--- src/rtl/pwm_secuenciador.sv ---
// ---------------------------------------------------------------------------
// pwm_secuenciador
// Plays an 8-entry duty table as a PWM sequence. Each table step is held for
// REPS PWM periods. A period lasts 2^R counts, and each count lasts 2^DIV clk
// cycles. The sequence either finishes after the last step or loops back to
// step 0.
//
// Ports
//   clk, reset     : clock, asynchronous active-high reset
//   start, stop    : begin sequence (level-sampled in IDLE), abort sequence
//   loop_en        : restart at step 0 after the last step instead of ending
//   wr_en/addr/data: duty table write port, accepted in any state
//   pwm_out        : registered PWM output
//   busy           : high exactly while the sequence runs
//   step_idx       : current table step
//   done           : one-cycle pulse when the sequence ends normally
//   period_tick    : one-cycle pulse at the end of every PWM period
// ---------------------------------------------------------------------------
module pwm_secuenciador #(
  parameter int R       = 8,
  parameter int DIV     = 2,
  parameter int REPS    = 1,
  parameter int N_PASOS = 8
) (
  input  logic         clk,
  input  logic         reset,
  input  logic         start,
  input  logic         stop,
  input  logic         loop_en,
  input  logic         wr_en,
  input  logic [2:0]   wr_addr,
  input  logic [R-1:0] wr_data,
  output logic         pwm_out,
  output logic         busy,
  output logic [2:0]   step_idx,
  output logic         done,
  output logic         period_tick
);

  typedef enum logic [1:0] {IDLE, RUN, FIN} state_t;

  localparam logic [7:0] INIT [8] = '{8'hBE, 8'hFF, 8'h88, 8'h99,
                                      8'h66, 8'h33, 8'h00, 8'h99};

  state_t         state;
  logic [DIV-1:0] pre;
  logic [R-1:0]   cnt;
  logic [R-1:0]   duty_q;
  logic [7:0]     rep;
  logic [R-1:0]   table_q [N_PASOS];

  logic           tick;
  logic           wrap;
  logic           last_rep;
  logic           last_step;
  logic           finish;
  logic [2:0]     next_step;

  assign tick      = (state == RUN) && (pre == {DIV{1'b1}});
  assign wrap      = tick && (cnt == {R{1'b1}});
  assign last_rep  = (rep == 8'(REPS - 1));
  assign last_step = (step_idx == 3'(N_PASOS - 1));
  assign finish    = wrap && last_rep && last_step && !loop_en;

  // Step that becomes active at this period end. When the sequence ends,
  // the index stays on the last step.
  always_comb begin
    next_step = step_idx;
    if (wrap && last_rep) begin
      if (last_step) next_step = loop_en ? 3'd0 : step_idx;
      else           next_step = step_idx + 3'd1;
    end
  end

  // Duty table. A write that coincides with a latch of the same entry is
  // not seen by that latch, because duty_q samples the old register value.
  always_ff @(posedge clk or posedge reset) begin
    if (reset) begin
      for (int i = 0; i < N_PASOS; i++) table_q[i] <= R'(INIT[i]);
    end else if (wr_en) begin
      table_q[wr_addr] <= wr_data;
    end
  end

  always_ff @(posedge clk or posedge reset) begin
    if (reset) begin
      state       <= IDLE;
      pre         <= '0;
      cnt         <= '0;
      duty_q      <= '0;
      rep         <= '0;
      step_idx    <= '0;
      pwm_out     <= 1'b0;
      busy        <= 1'b0;
      done        <= 1'b0;
      period_tick <= 1'b0;
    end else begin
      done        <= 1'b0;
      period_tick <= 1'b0;
      case (state)
        IDLE: begin
          pwm_out <= 1'b0;
          pre     <= '0;
          cnt     <= '0;
          if (start && !stop) begin
            state    <= RUN;
            busy     <= 1'b1;
            step_idx <= 3'd0;
            rep      <= '0;
            duty_q   <= table_q[0];
          end
        end
        RUN: begin
          if (stop) begin
            // Abort. Output and busy drop on the same edge, and no done pulse.
            state   <= IDLE;
            busy    <= 1'b0;
            pwm_out <= 1'b0;
            pre     <= '0;
            cnt     <= '0;
            rep     <= '0;
          end else begin
            pre     <= pre + DIV'(1);
            pwm_out <= (cnt < duty_q);
            if (tick) cnt <= cnt + R'(1);
            if (wrap) begin
              // Period boundary is the only point where the duty may change.
              period_tick <= 1'b1;
              duty_q      <= table_q[next_step];
              step_idx    <= next_step;
              rep         <= last_rep ? 8'd0 : rep + 8'd1;
              if (finish) begin
                state   <= FIN;
                busy    <= 1'b0;
                done    <= 1'b1;
                pwm_out <= 1'b0;
              end
            end
          end
        end
        FIN: begin
          state   <= IDLE;
          pwm_out <= 1'b0;
          pre     <= '0;
          cnt     <= '0;
        end
        default: begin
          state <= IDLE;
          busy  <= 1'b0;
        end
      endcase
    end
  end

endmodule
--- config.mk ---
export PLATFORM = sky130hd
export DESIGN_NAME = pwm_secuenciador
export DESIGN_NICKNAME = d
export VERILOG_FILES = /design/src/rtl/pwm_secuenciador.sv
export SDC_FILE = /design/constraint.sdc
export NUM_CORES = 1
export LEC_CHECK = 0
export BUFFER_PORTS_ARGS = -buffer_cell sky130_fd_sc_hd__buf_2
export CAP_MARGIN = 15
export CORE_MARGIN = 5
export CORE_UTILIZATION = 50
export DETAILED_ROUTE_END_ITERATION = 8
export MAX_ROUTING_LAYER = met4
export PLACE_DENSITY = 0.66
export SLEW_MARGIN = 20
export SYNTH_ARGS = -nofsm -noshare
export SYNTH_HDL_FRONTEND = slang
export SYNTH_SLANG_ARGS = --single-unit
--- constraint.sdc ---
create_clock -name clk -period 4.4 [get_ports clk]
set_input_delay 0.88 -clock clk [delete_from_list [all_inputs] [get_ports clk]]
set_output_delay 0.88 -clock clk [all_outputs]
set_load 0.02 [all_outputs]
### Yosys cells after proc, flatten, opt, wreduce, memory -nomap -nowiden

Index checks and enable logic that the tools add are counted.

| storage, ports and cells | value |
|---|---|
| input port bits | 17 |
| output and inout port bits | 7 |
| register bits after elaboration | 99 |
| word-level logic and storage cells | 107 |

| operators by class | value |
|---|---|
| bitwise gates (word level) | 3 |
| muxes and demuxes | 48 |
| reductions and logical operators | 19 |
| add/subtract/negate cells | 4 |
| $lt $le $gt $ge | 4 |
| equal/unequal tests | 11 |

Operators by type and width:

| kind | number |
|---|---|
| $mux 8 | 12 |
| $bwmux 64 | 1 |
| $pmux 8 s2 | 3 |
| $bmux 8 s3 | 1 |
| $demux 8 s3 | 1 |
| $mux 3 | 6 |
| $add 8x1->8 const B | 2 |
| $mux 1 | 14 |
| $mux 2 | 5 |
| $ne 3x3->1 const B | 3 |
| $eq 8x8->1 const B | 1 |
| $ge 4x4->1 const B | 2 |
| $logic_not 8->1 | 1 |
| $lt 8x8->1 | 1 |
| $not 3->4 | 2 |
| $pmux 2 s2 | 2 |
| $reduce_and 4->1 | 2 |
| $logic_and 1x1->1 | 7 |
| $ne 2x2->1 const B | 3 |
| $pmux 3 s2 | 1 |
| $reduce_and 3->1 | 2 |
| $eq 2x2->1 const B | 2 |
| $lt 4x1->1 const B | 1 |
| $reduce_bool 2->1 | 2 |
| other kinds (11) | 12 |

### Depth between registers and ports, before layout

| depth | value |
|---|---|
| depth after elaboration | 12 |
| depth in mapped cells | 11 |

### Worst setup path after synthesis

No wires, ideal clock.

| timing | value |
|---|---|
| kind | register to register |
| from | register cnt[0] |
| to | register duty_q[7] |
| clock period less this slack | 2786 ps |
| slack | 1614 ps |
| setup time | 138 ps |
| cell stages (with the launch flop) | 11 |
| arrival time | 2648 ps |
| path through | dfrtp_1 > ha_1 > nand2_1 > or4_4 > buf_6 > or4_4 > and2_1 > buf_6 > mux2_4 > o2111ai_2 > o311ai_1 |

| on the way | value |
|---|---|
| word-level cells in the longest chain between the ends | 11 |
| elaborated cells between the ends (all ways) | 13 |

RTL lines:

| element | line | RTL |
|---|---|---|
| start, declared | 47 | `logic [R-1:0] cnt;` |
| start signal, assigned | 125 | `if (tick) cnt <= cnt + R'(1);` |
| $eq 8x8->1 * | 60 | `assign wrap = tick && (cnt == {R{1'b1}});` |
| $logic_and 1x1->1 * | 60 |  |
| $logic_and 1x1->1 | 69 | `if (wrap && last_rep) begin` |
| $mux 3 | 69 |  |
| $not 3->4 (implied by the code) | 129 | `duty_q <= table_q[next_step];` |
| $bmux 8 s3 | 129 |  |
| $mux 8 (implied by the code) (2 in a row) | 129 |  |
| $mux 8 | 126 | `if (wrap) begin` |
| $mux 8 | 114 | `if (stop) begin` |
| $pmux 8 s2 | 100 | `case (state)` |
| end signal, assigned | 110 | `duty_q <= table_q[0];` |
| end signal, assigned | 129 |  |
| end, declared | 48 | `logic [R-1:0] duty_q;` |

Every way passes the cells marked *; elsewhere a longest branch is shown, timed or not. The select of a mux whose other input is x is not followed.
A chain may end at the register's enable or synchronous reset.

### Final worst setup path

| timing | value |
|---|---|
| from | register state[1] |
| to | register duty_q[2] |

| on the way | value |
|---|---|
| word-level cells in the longest chain between the ends | 12 |
| elaborated cells between the ends (all ways) | 18 |

RTL lines:

| element | line | RTL |
|---|---|---|
| start, declared | 45 | `state_t state;` |
| start signal, assigned | 87 | `state <= IDLE;` |
| start signal, assigned | 106 | `state <= RUN;` |
| start signal, assigned | 116 | `state <= IDLE;` |
| $eq 2x1->1 | 59, 100 |  |
| $logic_and 1x1->1 | 59 | `assign tick = (state == RUN) && (pre == {DIV{1'b1}});` |
| $logic_and 1x1->1 | 60 |  |
| $logic_and 1x1->1 | 69 |  |
| $mux 3 | 69 |  |
| $not 3->4 (implied by the code) | 129 |  |
| $bmux 8 s3 | 129 |  |
| $mux 8 (implied by the code) (2 in a row) | 129 |  |
| $mux 8 | 126 |  |
| $mux 8 | 114 |  |
| $pmux 8 s2 | 100 |  |

Parallel ways exist; a longest one is shown, timed or not. The select of a mux whose other input is x is not followed.

==> metrics.md <==
| Metric | Value |
|---|---|
| Status | `finished clean` |
| Min Tclk post-route | `around 3500 ps` |
| Lkg Pwr | `between 2 and 2.5 nW` |
| Pwr Density | `about 400 mW/mm^2` |
| Final setup vio count | `0` |
| Vias | `about 3.9k` |
| YS warnings | `0` |
| Clock Sinks | `roughly 100` |
| Core area | `0.0101 mm^2` |
| Global-route wire length before repair | `20600 um` |
| Synthesized flop and latch total | `between 90 and 100` |
| Area Overhead vs Synth | `9.53%` |
| Cells after Synth | `about 480` |
| Final Max Tran Viols | `0` |
| Simple logic cell fraction of the synthesized area | `approximately 14%` |
| Crit-path cells | `nand2b_1 > buf_4 > or4_4 > o21a_1 > buf_4 > nor2_1 > a21oi_1 > a22o_1 > a211oi_1` |
| 1st-pass router iterations | `5` |
| Slew at the pin closest to its max-slew limit | `1130 ps` |
| Die Height | `111 um` |
| Top cells by area, synth | `dfrtp_1, dfstp_2, mux2_2` |
| Unrepaired setup endpoints after global routing | `false` |
| Final hold violation count | `0` |
| DR vias/cell | `approximately 6` |
| Die Area | `0.0124 mm^2` |
| Placed cells | `around 630` |
| Clk_lat worst skew | `380 ps` |
| Clock Tree Buf Depth | `2` |
| # fillers | `881` |
| Syn Area/Cell | `about 11 um^2` |
| Ys flop type | `dfrtp_1` |
| GRT Util Overall | `a little over a fifth` |
| Worst setup EP type | `register` |
| Startpoint types | `register` |
| Slowest CP cell | `nor2_1` |
| Xor/xnor share of the synthesized area | `0.342%` |
| Layout cells sized above 1 | `between 30 and 40%` |
| Compound-cell area share of the yosys netlist | `~14%` |
| Crit path max fanout | `25` |
| Worst path max stage delay | `around 800 ps` |
| Number of max-cap violations | `0` |
| Root Buffer | `clkbuf_8` |
| Gp weighted congestion | `0.857` |
| Input/output buffers | `23` |
| Worst-path clk slew | `~100 ps` |
| Slew margin rel. | `about a quarter` |
| HP Class | `in -> async` |
| Critical setup path kind | `reg -> reg` |
| Most common cell after layout, fill and taps aside | `dfrtp_1` |
| Remaining Overflow, GRT | `0` |
| Initial core utilization | `50.5%` |
| Diode count | `0` |
| Routed Wire Length | `roughly 12000 um` |
| Top cell type's share of synthesized area | `32.7%` |
| DRC viols | `0` |
| Die W | `approximately 110 um` |
| Largest family of logic cells by synthesized area | `multiplexers` |
| First DRT Iteration DRCs | `approximately 340` |
| Num CTS Buffers | `9` |
| Seq/Total Area, Yosys | `~50%` |
| Max Fclk | `between 200 and 300 MHz` |
| Setup Skew | `10.6 ps` |
| Nets | `between 500 and 600` |
| Finished Core Util | `~55%` |
| Syn nets | `512` |
| CP required | `about 4700 ps` |
| Number of H-tree levels | `3` |
| Adder-Cell Fraction of Synth Area | `3.18%` |
| Post-synth top area cell | `dfrtp_1` |
| Mux cell area share after synthesis | `between 10% and 20%` |
| Routed Antenna Nets | `0` |
| Detailed placer's ending HPWL | `roughly 8400 um` |
| Vias in the first global route | `slightly below 4k` |
| Commonest non-fill, non-tap cells in the layout | `dfrtp_1, mux2_2, o21ai_0, nand2_1, dfstp_2` |
| CTS tree | `yes` |
| Period Utilization, post-route | `around 80%` |
| Largest net degree at the start of global routing | `40` |
| Initial antenna violation count | `0` |
| Layout Cells excl Fill | `roughly 650` |
| Setup total negative slack | `0 ps` |
| Number of synthesized flops with an enable pin | `0` |
| I/O Pins | `24` |
| Ys async rst share | `100%` |
| Post-synth cell types | `between 50 and 60` |
| Most common cell on crit path | `buf_4` |
| Std-Cell Rows | `37` |
| Critical path arrival | `3840 ps` |
| Routed length per instance | `18.8 um` |
| CTS Hold Bufs | `0` |
| Max IR drop VDD | `~290 uV` |
| Synth Cell Area | `0.00512 mm^2` |
| Postcts setup bufs | `0` |
| Post-CTS Resized | `0` |
==> final cells by class <==
cell class,instances,area (um^2),area share (%)
flip-flops and latches,99,2520,44.9
multi-input cells,346,2450,43.7
repair buffers,33,190,3.39
well taps,136,170,3.03
clock buffers,10,128,2.28
clock inverters,6,93.8,1.67
inverters,15,58.8,1.05
==> power by group <==
part	switching [mW]	internal (mW)	total [mW]	leakage (nW)
clock network	0.340	0.328	0.668	0.113
registers	0.103	1.11	1.22	1.19
logic	0.171	0.192	0.363	1.15
total	0.614	1.63	2.25	2.45
==> metal layers <==
layer	GRT usage, %	share of wire [%]	vias up	wire (um)
li1	-	-	1814	-
met1	28.2	46	1915	5610
met2	33.1	48	109	5800
met3	5.08	4.6	13	562
met4	5.43	0.98	0	119
met5	-	0	-	0
==> worst max-delay path: cells and delay by family (launching register included) <==
| family | cells | cell delay [ps] |
|---|---|---|
| AOI/OAI and AO/OA | 4 | 940 |
| and+or+nand+nor | 3 | 1580 |
| buffers and inverters | 2 | 410 |
| DFF | 1 | 530 |
==> kinds of logic after synthesis <==
kind of cell               count (synthesis)
xor gates and xnor gates                   2
and+or+nand+nor                          145
AOI/OAI and AO/OA                        115
adders and majority gates                 13
DFF                                       99
buffers and inverters                     37
muxes                                     71
==> state kept, by name, indices dropped and copies added, names as in the netlist <==
| register | cells |
|---|---|
| done | 1 |
| period_tick | 1 |
| step_idx | 3 |
| rep | 8 |
| pre | 2 |
| duty_q | 8 |
| busy | 1 |
| state | 2 |
| cnt | 8 |
| table_q | 64 |
| pwm_out | 1 |
==> final timing paths <==
kind                                            from                      end  slack (ps)  cells past startpoint
worst min-delay path                           reset  table_q[23]$_DFFE_PP0P_         470                      2
max in group asynchronous                      reset  table_q[59]$_DFFE_PP1P_        3090                      3
min in group clk                  rep[7]$_DFFE_PP0P_       rep[7]$_DFFE_PP0P_         500                      1
worst min register to register    rep[7]$_DFFE_PP0P_       rep[7]$_DFFE_PP0P_         500                      1
worst max register to register  state[1]$_DFFE_PP0P_    duty_q[2]$_DFFE_PP0P_         860                      9
worst max-delay path            state[1]$_DFFE_PP0P_    duty_q[2]$_DFFE_PP0P_         860                      9
==> cells in the mapped netlist (2+ instances only) <==
cell type,n
a21o_1,4
o31ai_1,4
a221oi_1,6
a22oi_1,2
a21oi_1,20
buf_2,3
a31oi_1,7
dfrtp_1,67
ha_1,13
o211ai_1,2
nor2_1,24
nand2_1,37
and3_1,6
and2_1,4
nor3_1,9
nand4b_1,4
inv_1,15
nand3_1,29
dfstp_2,32
mux2i_1,4
nor3b_1,2
nor2b_1,4
buf_6,2
clkbuf_1,17
nand4_1,4
a22o_1,6
a211oi_1,12
nand2b_1,10
mux2_2,66
or4_4,2
nor4_1,3
o21ai_1,3
o21ai_0,40
==> per-stage QoR <==
stage	area [um^2]	setup slack [ps]	power, mW	hold slack (ps)
2_1_floorplan	5120	983	1.48	450
3_3_place_gp	5390	1070	1.57	480
3_5_place_dp	5390	933	1.59	486
4_1_cts	5610	914	2.26	463
5_1_grt	5610	637	2.37	469
6_report	5610	857	2.25	467
Power figures use the tool's default switching activity.
